`config.mk`:
```
export PLATFORM = sky130hd
export DESIGN_NAME = hazard_sched
export DESIGN_NICKNAME = d
export VERILOG_FILES = /design/src/rtl/hazard_sched.sv
export SDC_FILE = /design/constraint.sdc
export NUM_CORES = 1
export LEC_CHECK = 0
export ABC_CLOCK_PERIOD_IN_PS = 7500
export CAP_MARGIN = 20
export CORE_MARGIN = 3
export CORE_UTILIZATION = 35
export DETAILED_ROUTE_END_ITERATION = 7
export RECOVER_POWER = 100
export SLEW_MARGIN = 20
export SYNTH_ARGS = -nofsm -noshare
export SYNTH_HDL_FRONTEND = slang
export SYNTH_SLANG_ARGS = --single-unit
```
`constraint.sdc`:
```
create_clock -name clk -period 7.5 [get_ports clk]
set_input_delay 1.875 -clock clk [delete_from_list [all_inputs] [get_ports clk]]
set_output_delay 1.875 -clock clk [all_outputs]
set_load 0.01 [all_outputs]
```
`src/rtl/hazard_sched.sv`:
```
`default_nettype none
// =============================================================================
// Module : hazard_sched
// Brief  : Stall/forward-select generation and mult/div busy sequencing for
//          the 5-stage pipeline.
// Rev    : 1.0  initial release
// =============================================================================
module hazard_sched #(
   parameter int MULT_LAT = 5,
   parameter int DIV_LAT  = 10,
   parameter int CNT_W    = 32
) (
   input  logic             clk,
   input  logic             reset,
   input  logic [4:0]       rs_id,
   input  logic [4:0]       rt_id,
   input  logic [1:0]       tuse_rs,
   input  logic [1:0]       tuse_rt,
   input  logic             md_use_id,
   input  logic [4:0]       rs_ex,
   input  logic [4:0]       rt_ex,
   input  logic [4:0]       wa_ex,
   input  logic [1:0]       tnew_ex,
   input  logic             jal_ex,
   input  logic [1:0]       md_kind_ex,
   input  logic [4:0]       rt_mem,
   input  logic [4:0]       wa_mem,
   input  logic [1:0]       tnew_mem,
   input  logic             jal_mem,
   input  logic [4:0]       wa_wb,
   output logic             stall,
   output logic [2:0]       cmpa_for,
   output logic [2:0]       cmpb_for,
   output logic [2:0]       alua_for,
   output logic [2:0]       alub_for,
   output logic [2:0]       dmwd_for,
   output logic             md_busy,
   output logic [CNT_W-1:0] stall_cnt
);

   localparam int c_max_lat = (MULT_LAT > DIV_LAT) ? MULT_LAT : DIV_LAT;
   localparam int c_md_w    = ($clog2(c_max_lat + 1) > 4) ? $clog2(c_max_lat + 1) : 4;

   localparam logic [c_md_w-1:0] c_mult_lat = c_md_w'(MULT_LAT);
   localparam logic [c_md_w-1:0] c_div_lat  = c_md_w'(DIV_LAT);
   localparam logic [c_md_w-1:0] c_md_one   = c_md_w'(1);
   localparam logic [CNT_W-1:0]  c_cnt_one  = CNT_W'(1);

   localparam logic [2:0] c_sel_none    = 3'd0;
   localparam logic [2:0] c_sel_pc8_ex  = 3'd1;
   localparam logic [2:0] c_sel_alu_mem = 3'd2;
   localparam logic [2:0] c_sel_pc8_mem = 3'd3;
   localparam logic [2:0] c_sel_wd_wb   = 3'd4;

   typedef enum logic [0:0] {
      S_IDLE = 1'b0,
      S_BUSY = 1'b1
   } md_state_t;

   md_state_t         r_state;
   logic [c_md_w-1:0] r_cnt;
   logic [CNT_W-1:0]  r_stall_cnt;

   logic w_rs_ex, w_rs_mem, w_rs_wb;
   logic w_rt_ex, w_rt_mem, w_rt_wb;
   logic w_ars_mem, w_ars_wb, w_art_mem, w_art_wb, w_drt_wb;
   logic w_data_stall, w_md_busy, w_stall;

   function automatic logic match(input logic [4:0] r, input logic [4:0] wa);
      return (r != 5'd0) && (r == wa);
   endfunction

   // The nearest matching stage owns the value; if it cannot supply it yet,
   // no older stage may be used instead.
   function automatic logic [2:0] id_sel(input logic m_ex, input logic m_mem,
                                         input logic m_wb, input logic j_ex,
                                         input logic j_mem, input logic [1:0] t_mem);
      if (m_ex)       return j_ex ? c_sel_pc8_ex : c_sel_none;
      else if (m_mem) return j_mem ? c_sel_pc8_mem :
                             ((t_mem == 2'd0) ? c_sel_alu_mem : c_sel_none);
      else if (m_wb)  return c_sel_wd_wb;
      else            return c_sel_none;
   endfunction

   function automatic logic [2:0] ex_sel(input logic m_mem, input logic m_wb,
                                         input logic j_mem, input logic [1:0] t_mem);
      if (m_mem)     return j_mem ? c_sel_pc8_mem :
                            ((t_mem == 2'd0) ? c_sel_alu_mem : c_sel_none);
      else if (m_wb) return c_sel_wd_wb;
      else           return c_sel_none;
   endfunction

   assign w_rs_ex   = match(rs_id, wa_ex);
   assign w_rs_mem  = match(rs_id, wa_mem);
   assign w_rs_wb   = match(rs_id, wa_wb);
   assign w_rt_ex   = match(rt_id, wa_ex);
   assign w_rt_mem  = match(rt_id, wa_mem);
   assign w_rt_wb   = match(rt_id, wa_wb);
   assign w_ars_mem = match(rs_ex, wa_mem);
   assign w_ars_wb  = match(rs_ex, wa_wb);
   assign w_art_mem = match(rt_ex, wa_mem);
   assign w_art_wb  = match(rt_ex, wa_wb);
   assign w_drt_wb  = match(rt_mem, wa_wb);

   assign cmpa_for = id_sel(w_rs_ex, w_rs_mem, w_rs_wb, jal_ex, jal_mem, tnew_mem);
   assign cmpb_for = id_sel(w_rt_ex, w_rt_mem, w_rt_wb, jal_ex, jal_mem, tnew_mem);
   assign alua_for = ex_sel(w_ars_mem, w_ars_wb, jal_mem, tnew_mem);
   assign alub_for = ex_sel(w_art_mem, w_art_wb, jal_mem, tnew_mem);
   assign dmwd_for = w_drt_wb ? c_sel_wd_wb : c_sel_none;

   assign w_data_stall =
      ((tuse_rs != 2'd3) && ((w_rs_ex && (tuse_rs < tnew_ex)) || (w_rs_mem && (tuse_rs < tnew_mem)))) ||
      ((tuse_rt != 2'd3) && ((w_rt_ex && (tuse_rt < tnew_ex)) || (w_rt_mem && (tuse_rt < tnew_mem))));

   assign w_md_busy = (md_kind_ex != 2'd0) || (r_state == S_BUSY);
   assign w_stall   = w_data_stall || (md_use_id && w_md_busy);

   assign stall     = w_stall;
   assign md_busy   = w_md_busy;
   assign stall_cnt = r_stall_cnt;

   always_ff @(posedge clk) begin
      if (reset) begin
         r_state     <= S_IDLE;
         r_cnt       <= '0;
         r_stall_cnt <= '0;
      end else begin
         if (w_stall && (r_stall_cnt != {CNT_W{1'b1}}))
            r_stall_cnt <= r_stall_cnt + c_cnt_one;

         // A new mult/div always restarts the countdown, even mid-busy.
         if (md_kind_ex == 2'd1) begin
            r_state <= S_BUSY;
            r_cnt   <= c_mult_lat;
         end else if (md_kind_ex == 2'd2) begin
            r_state <= S_BUSY;
            r_cnt   <= c_div_lat;
         end else if (r_state == S_BUSY) begin
            r_cnt <= r_cnt - c_md_one;
            if (r_cnt == c_md_one)
               r_state <= S_IDLE;
         end
      end
   end

endmodule
`default_nettype wire
```
==> impl_metrics.ini, run 1 <==
[status]
status = finished, violations left
violations = max-capacitance violations, max-slew violations

[floorplanning]
fp.dieW_um = 99.13
start_util_pct = 36.57
fp.dieArea_mm2 = 0.009826
die_h_um = 99.13
core_area_mm2 = 0.008299
std_cell_rows = 33
boundaryPins = 104

[place]
hpwl_um = 6444
io_buffer_count = 101
placedCellCount = 558
place_congestion = 0.7879

[setup_path]
cp_data_arrival_time_ns = 4.39
rr_worst_depth = 7
worstPathRequired_ns = 5.62
crit_path_frequent_cell = dlygate4sd3_1
crit_end = cmpa_for[2]
worst-path-stages = 6
r2r_slack_ns = 3.81
startpoint_type = primary input
startpoint = rs_id[2]
cp_top_family = buffers and inverters
end_kind = primary output
path_cells = dlygate4sd3_1 > or4_1 > nor2_1 > nor3b_1 > nor4b_1 > dlygate4sd3_1
slowest_stage = dlygate4sd3_1
cp_num_buf_inv = 2
cp_max_fo = 4
rr_endpoint = stall_cnt[5]$_SDFFE_PP0P_
crit_type = in2out
max_stage_delay_ns = 0.67
r2r-start = r_state$_SDFF_PP0_

[timing]
fin_skew_ns = 0.002260
tightestPinTransition_ns = 2.093
post-route-period-util_pct = 83.51
rsz0062_at_grt = no
whs_ns = 0.4929
setup_violations = 0
fmax_ghz = 0.1597
finalMaxSlewViolations = 101
slew-limit-headroom_pct = -39.54
fin_crit_ns = 6.263
hold_viol = 0
fin_setup_tns_ns = 0

[flow_run]
drv_cap = 2

[clock_network]
post_cts_resized = 0
cts_tree = done
cts.sink_count = 37
cts-root-buf = clkbuf_8
htree_num_levels = 2
path_clk_slew_ns = 0.08
cts_buffers = 5
clock_latency_ns = 0.29
max-clock-path-buffers = 2
postCtsHoldBufs = 0
post_cts_buffers = 0

[logic_synthesis]
synth.distinct_cells = 48
syn_avg_cell_area_um2 = 8.051
ys_seq_elements = 37
yosysSeqAreaShare_pct = 24.40
synth_enable_flop_cells = 0
synth_area_mm2 = 0.003035
synth_area_leaders = dfxtp_1 (24%), xor2_1 (9.2%), xnor2_1 (7.2%)
syn-instance-count = 377
yosysTopAreaCell = dfxtp_1
yosys.area.top_type_share_pct = 24.40
synth_flop_cell = dfxtp_1
yosys_warnings = 0
ys_async_sr_fraction_pct = 0

[global_route]
grt_pass1_wl_um = 14030
antenna_found_initial = 0
grt-ovfl-total = 0
grt_pass1_vias = 2896
grt_max_degree = 59
grt_util_all_layers_pct = 17.03

[route]
vias = 3117
viasPerCell = 5.507
dr.pass1.iters = 4
routed_wl_um = 8596
drc_errors = 0
antenna_left = 0
drtIter0Drc = 113
wl_per_cell_um = 15.19

[cells_and_area]
mostFrequentLayoutCell = clkdlybuf4s50_1
nFillCells = 843
n_antenna_cell = 0
layout-drive-gt1-share_pct = 4.338
mostFrequentLayoutCells = clkdlybuf4s50_1 (53), dlygate4sd3_1 (48), dfxtp_1 (37)
areaGrowthSynthToFinish_pct = 34.17
final_cell_count_no_fill = 566
nNetsFinal = 522
final_util_pct = 49.07

[power_and_ir_drop]
p_leak_nw = 1.483
power_density_mw_per_mm2 = 114.0
ir_drop_mv = 0.05980

[worst_hold_path]
hp-class = reg2reg
## tightest hold or removal path, delay by kind of cell, from the launching register on
kind	cells	cell delay, ns
AOI/OAI and AO/OA	2	0.12
DFF	1	0.33
## cell type report
type / instances / area (um^2) / share of cell area, %
clock inverters: 3 / 17.52 / 0.4301
repair buffers: 103 / 1018 / 25.01
inverters: 7 / 26.28 / 0.6452
clock buffers: 5 / 68.82 / 1.690
multi-input cells: 306 / 2069 / 50.81
flip-flops and latches: 37 / 740.7 / 18.19
well taps: 105 / 131.4 / 3.226
## layer usage
| layer | wire length (um) | global-route usage, % | up-vias | part of all wire [%] |
|---|---|---|---|---|
| li1 | - | - | 1554 | - |
| met1 | 4040 | 23.83 | 1472 | 47 |
| met2 | 4106 | 27.58 | 89 | 48 |
| met3 | 424 | 3.927 | 2 | 4.9 |
| met4 | 25 | 2.101 | 0 | 0.29 |
| met5 | 0 | 0 | - | 0 |
## logic make-up after synthesis
logic type / share of synthesized area, %
flops: 24.40
simple gates: 32.40
xor+xnor: 16.45
compound gates: 15.13
buf+inv: 6.636
mux: 1.979
fa+ha+maj: 2.885
other cells: 0.1235
## worst min path at each step
stage | startpoint | endpoint | slack [ns] | depth (start not counted)
after detailed placement | stall_cnt[30]$_SDFFE_PP0P_ | stall_cnt[30]$_SDFFE_PP0P_ | 0.48 | 2
after CTS | stall_cnt[30]$_SDFFE_PP0P_ | stall_cnt[30]$_SDFFE_PP0P_ | 0.50 | 2
after global placement | stall_cnt[30]$_SDFFE_PP0P_ | stall_cnt[30]$_SDFFE_PP0P_ | 0.48 | 2
after global routing | stall_cnt[12]$_SDFFE_PP0P_ | stall_cnt[12]$_SDFFE_PP0P_ | 0.52 | 2
after floorplan | stall_cnt[30]$_SDFFE_PP0P_ | stall_cnt[30]$_SDFFE_PP0P_ | 0.50 | 2
final | stall_cnt[9]$_SDFFE_PP0P_ | stall_cnt[9]$_SDFFE_PP0P_ | 0.49 | 2
## per-stage QoR
stage          cell area, um^2  total power [W]  setup slack [ns]
2_1_floorplan             3039        0.0002808             2.400
3_3_place_gp              4021        0.0003320             1.435
3_5_place_dp              4021        0.0003333             1.428
4_1_cts                   4108        0.0004732             1.416
5_1_grt                   4073        0.0004902             1.077
6_report                  4073        0.0004645             1.237
## cells in the mapped netlist (2+ instances only)
| master | instances |
|---|---|
| ha_1 | 7 |
| buf_6 | 7 |
| or4b_1 | 2 |
| inv_1 | 6 |
| nor3b_1 | 2 |
| o21ai_1 | 3 |
| xnor2_1 | 25 |
| nand2b_1 | 4 |
| dfxtp_1 | 37 |
| o41ai_1 | 2 |
| nor3_1 | 9 |
| nand4_1 | 11 |
| nor4b_1 | 2 |
| nand2_1 | 23 |
| or3_1 | 4 |
| or4_1 | 28 |
| a21oi_1 | 35 |
| nor4_2 | 3 |
| nor4_1 | 5 |
| mux2_4 | 4 |
| and4_1 | 4 |
| buf_2 | 5 |
| nor2_1 | 23 |
| nor2b_1 | 7 |
| clkbuf_1 | 13 |
| o31ai_1 | 23 |
| xor2_1 | 32 |
| buf_4 | 3 |
| and3_1 | 7 |
| nand3_1 | 19 |
| o22a_1 | 2 |
| and2_1 | 4 |
## power breakdown
group	switching (W)	internal [W]	total, W
registers	0.00000507	0.000200	0.000205
clock network	0.0000757	0.0000642	0.000140
logic	0.0000588	0.0000607	0.000119
## state kept, by name, indices dropped and copies added (netlist names)
| register | flops |
|---|---|
| r_cnt | 4 |
| r_state | 1 |
| stall_cnt | 32 |
Note: power is estimated with default switching activity, not from simulation.
==> inputs of run 2 (changes only) <==
--- a/config.mk
+++ b/config.mk
@@ -5,7 +5,7 @@
 export SDC_FILE = /design/constraint.sdc
 export NUM_CORES = 1
 export LEC_CHECK = 0
-export ABC_CLOCK_PERIOD_IN_PS = 7500
+export ABC_CLOCK_PERIOD_IN_PS = 6400
 export CAP_MARGIN = 20
 export CORE_MARGIN = 3
 export CORE_UTILIZATION = 35
==> constraint.sdc (replaced) <==
create_clock -name clk -period 6.4 [get_ports clk]
set_input_delay 1.6 -clock clk [delete_from_list [all_inputs] [get_ports clk]]
set_output_delay 1.6 -clock clk [all_outputs]
set_load 0.01 [all_outputs]
==> impl_metrics.ini, run 2 (synthesis results as in run 1) <==
[global_route]
grt_util_all_layers_pct = 17.33
grt_pass1_wl_um = 14270
antenna_found_initial = 0
grt-ovfl-total = 0
grt_pass1_vias = 2975
grt_max_degree = 59

[clock_network]
path_clk_slew_ns = 0.08
htree_num_levels = 2
cts-root-buf = clkbuf_8
cts.sink_count = 37
cts_buffers = 5
postCtsHoldBufs = 0
max-clock-path-buffers = 2
clock_latency_ns = 0.30
post_cts_resized = 0
cts_tree = done
post_cts_buffers = 0

[timing]
fin_crit_ns = 5.687
rsz0062_at_grt = no
fin_skew_ns = 0.007243
finalMaxSlewViolations = 59
tightestPinTransition_ns = 2.047
post-route-period-util_pct = 88.86
hold_viol = 0
fmax_ghz = 0.1758
fin_setup_tns_ns = 0
slew-limit-headroom_pct = -36.46
setup_violations = 0

[cells_and_area]
seqCellArea_um2 = 740.7
largest_reg_flops = 32
multi_input_comb_area_mm2 = 0.002069
final_cell_count_no_fill = 566
mostFrequentLayoutCells = clkdlybuf4s50_1 (53), dlygate4sd3_1 (48), dfxtp_1 (37)
layout-drive-gt1-share_pct = 4.555
mostFrequentLayoutCell = clkdlybuf4s50_1
n_antenna_cell = 0
areaGrowthSynthToFinish_pct = 35.99
nNetsFinal = 522
nFillCells = 844

[worst_hold_path]
min_path_cells = 2
min-delay-start = stall_cnt[30]$_SDFFE_PP0P_
hold_path_end = stall_cnt[30]$_SDFFE_PP0P_
hp-class = reg2reg

[floorplanning]
die_h_um = 99.13
core_area_mm2 = 0.008299
start_util_pct = 36.57
fp.dieArea_mm2 = 0.009826
fp.dieW_um = 99.13
boundaryPins = 104
std_cell_rows = 33

[setup_path]
r2r-start = r_state$_SDFF_PP0_
rr_worst_depth = 7
rr_endpoint = stall_cnt[5]$_SDFFE_PP0P_
startpoint_type = primary input
startpoint = rt_id[0]
crit_type = in2out
end_kind = primary output
r2r_slack_ns = 2.76
cp_max_fo = 5
cp_data_arrival_time_ns = 4.09
worstPathRequired_ns = 4.80

[flow_run]
drv_cap = 1

[status]
status = finished, violations left
violations = max-capacitance violations, max-slew violations

[route]
drtIter0Drc = 119
drc_errors = 0
dr.pass1.iters = 4
antenna_left = 0
viasPerCell = 5.523
wl_per_cell_um = 15.05
routed_wl_um = 8520
vias = 3126

[place]
place_congestion = 0.7878
hpwl_um = 6528
placedCellCount = 558
io_buffer_count = 101

[power_and_ir_drop]
pwr-share-clk_pct = 39.7
ir_drop_mv = 0.08952
p_sw_share_pct = 26.57
pwr-share-seq_pct = 38.2
power_density_mw_per_mm2 = 152.7
internal-power_w = 0.0004627
p_sw_w = 0.0001674
p_leak_nw = 1.514
comb_power_share_pct = 22.1
## run 2: cell count changes in the layout (fill, tap and decap cells not counted), sizes merged
cell,previous run,this run
clkbuf,7,6
clkinv,2,0
clkinvlp,1,0
inv,7,8
bufinv,0,2
buf,0,1
## run 2: through the flow
step | instance area, um^2 | hold slack (ns) | worst slack (ns) | utilization (%) | total power (W)
after floorplan | 3039 | 0.4984 | 1.850 | - | 0.0003290
after global placement | 4021 | 0.4795 | 0.8840 | 48.45 | 0.0003891
after detailed placement | 4021 | 0.4814 | 0.8630 | 48.45 | 0.0003911
after CTS | 4159 | 0.4953 | 0.8596 | 50.11 | 0.0006419
after global routing | 4128 | 0.5273 | 0.5023 | 49.74 | 0.0006584
final | 4128 | 0.4899 | 0.7132 | 49.74 | 0.0006301
## run 2: power by group through the flow
stage,combinational [W],sequential (W),clock (W)
4_1_cts,0.000145,0.000241,0.000256
3_3_place_gp,0.000143,0.000246,0
6_report,0.000140,0.000241,0.000250
5_1_grt,0.000155,0.000242,0.000262
3_5_place_dp,0.000145,0.000246,0
2_1_floorplan,0.0000840,0.000245,0
## run 2: worst max-delay path by stage
stage             endpoint  slack (ns)
2_1_floorplan        stall        1.85
3_3_place_gp   cmpa_for[2]        0.88
3_5_place_dp   cmpa_for[2]        0.86
4_1_cts        cmpa_for[2]        0.86
5_1_grt              stall        0.50
6_report             stall        0.71
## run 2: final cells by class
type,count,area share (%)
multi-input cells,306,50.14
repair buffers,103,24.77
clock buffers,5,1.667
well taps,105,3.183
inverters,7,0.6366
flip-flops and latches,37,17.94
clock inverters,3,1.667
## run 2: worst max-delay path, cell delays in order
cell           delay [ns]
dlygate4sd3_1        0.62
nor3_1               0.21
nand2_1              0.11
and4_1               0.29
a221o_2              0.37
nor2_1               0.20
inv_2                0.09
dlygate4sd3_1        0.61
## run 2: per-layer routing
layer / vias to the layer above / track usage, % / share of wire [%]
li1: 1554 / - / -
met1: 1500 / 24.14 / 46
met2: 68 / 28.20 / 49
met3: 4 / 3.015 / 4.4
met4: 0 / 3.571 / 0.50
met5: - / 0 / 0
==> inputs of run 3 (changes only) <==
--- a/config.mk
+++ b/config.mk
@@ -9,6 +9,7 @@
 export CAP_MARGIN = 20
 export CORE_MARGIN = 3
 export CORE_UTILIZATION = 35
+export CTS_CLUSTER_DIAMETER = 120
 export DETAILED_ROUTE_END_ITERATION = 7
 export RECOVER_POWER = 100
 export SLEW_MARGIN = 20
==> results of run 3 <==
The final DEF is identical to that of run 2; final timing and power are the same.
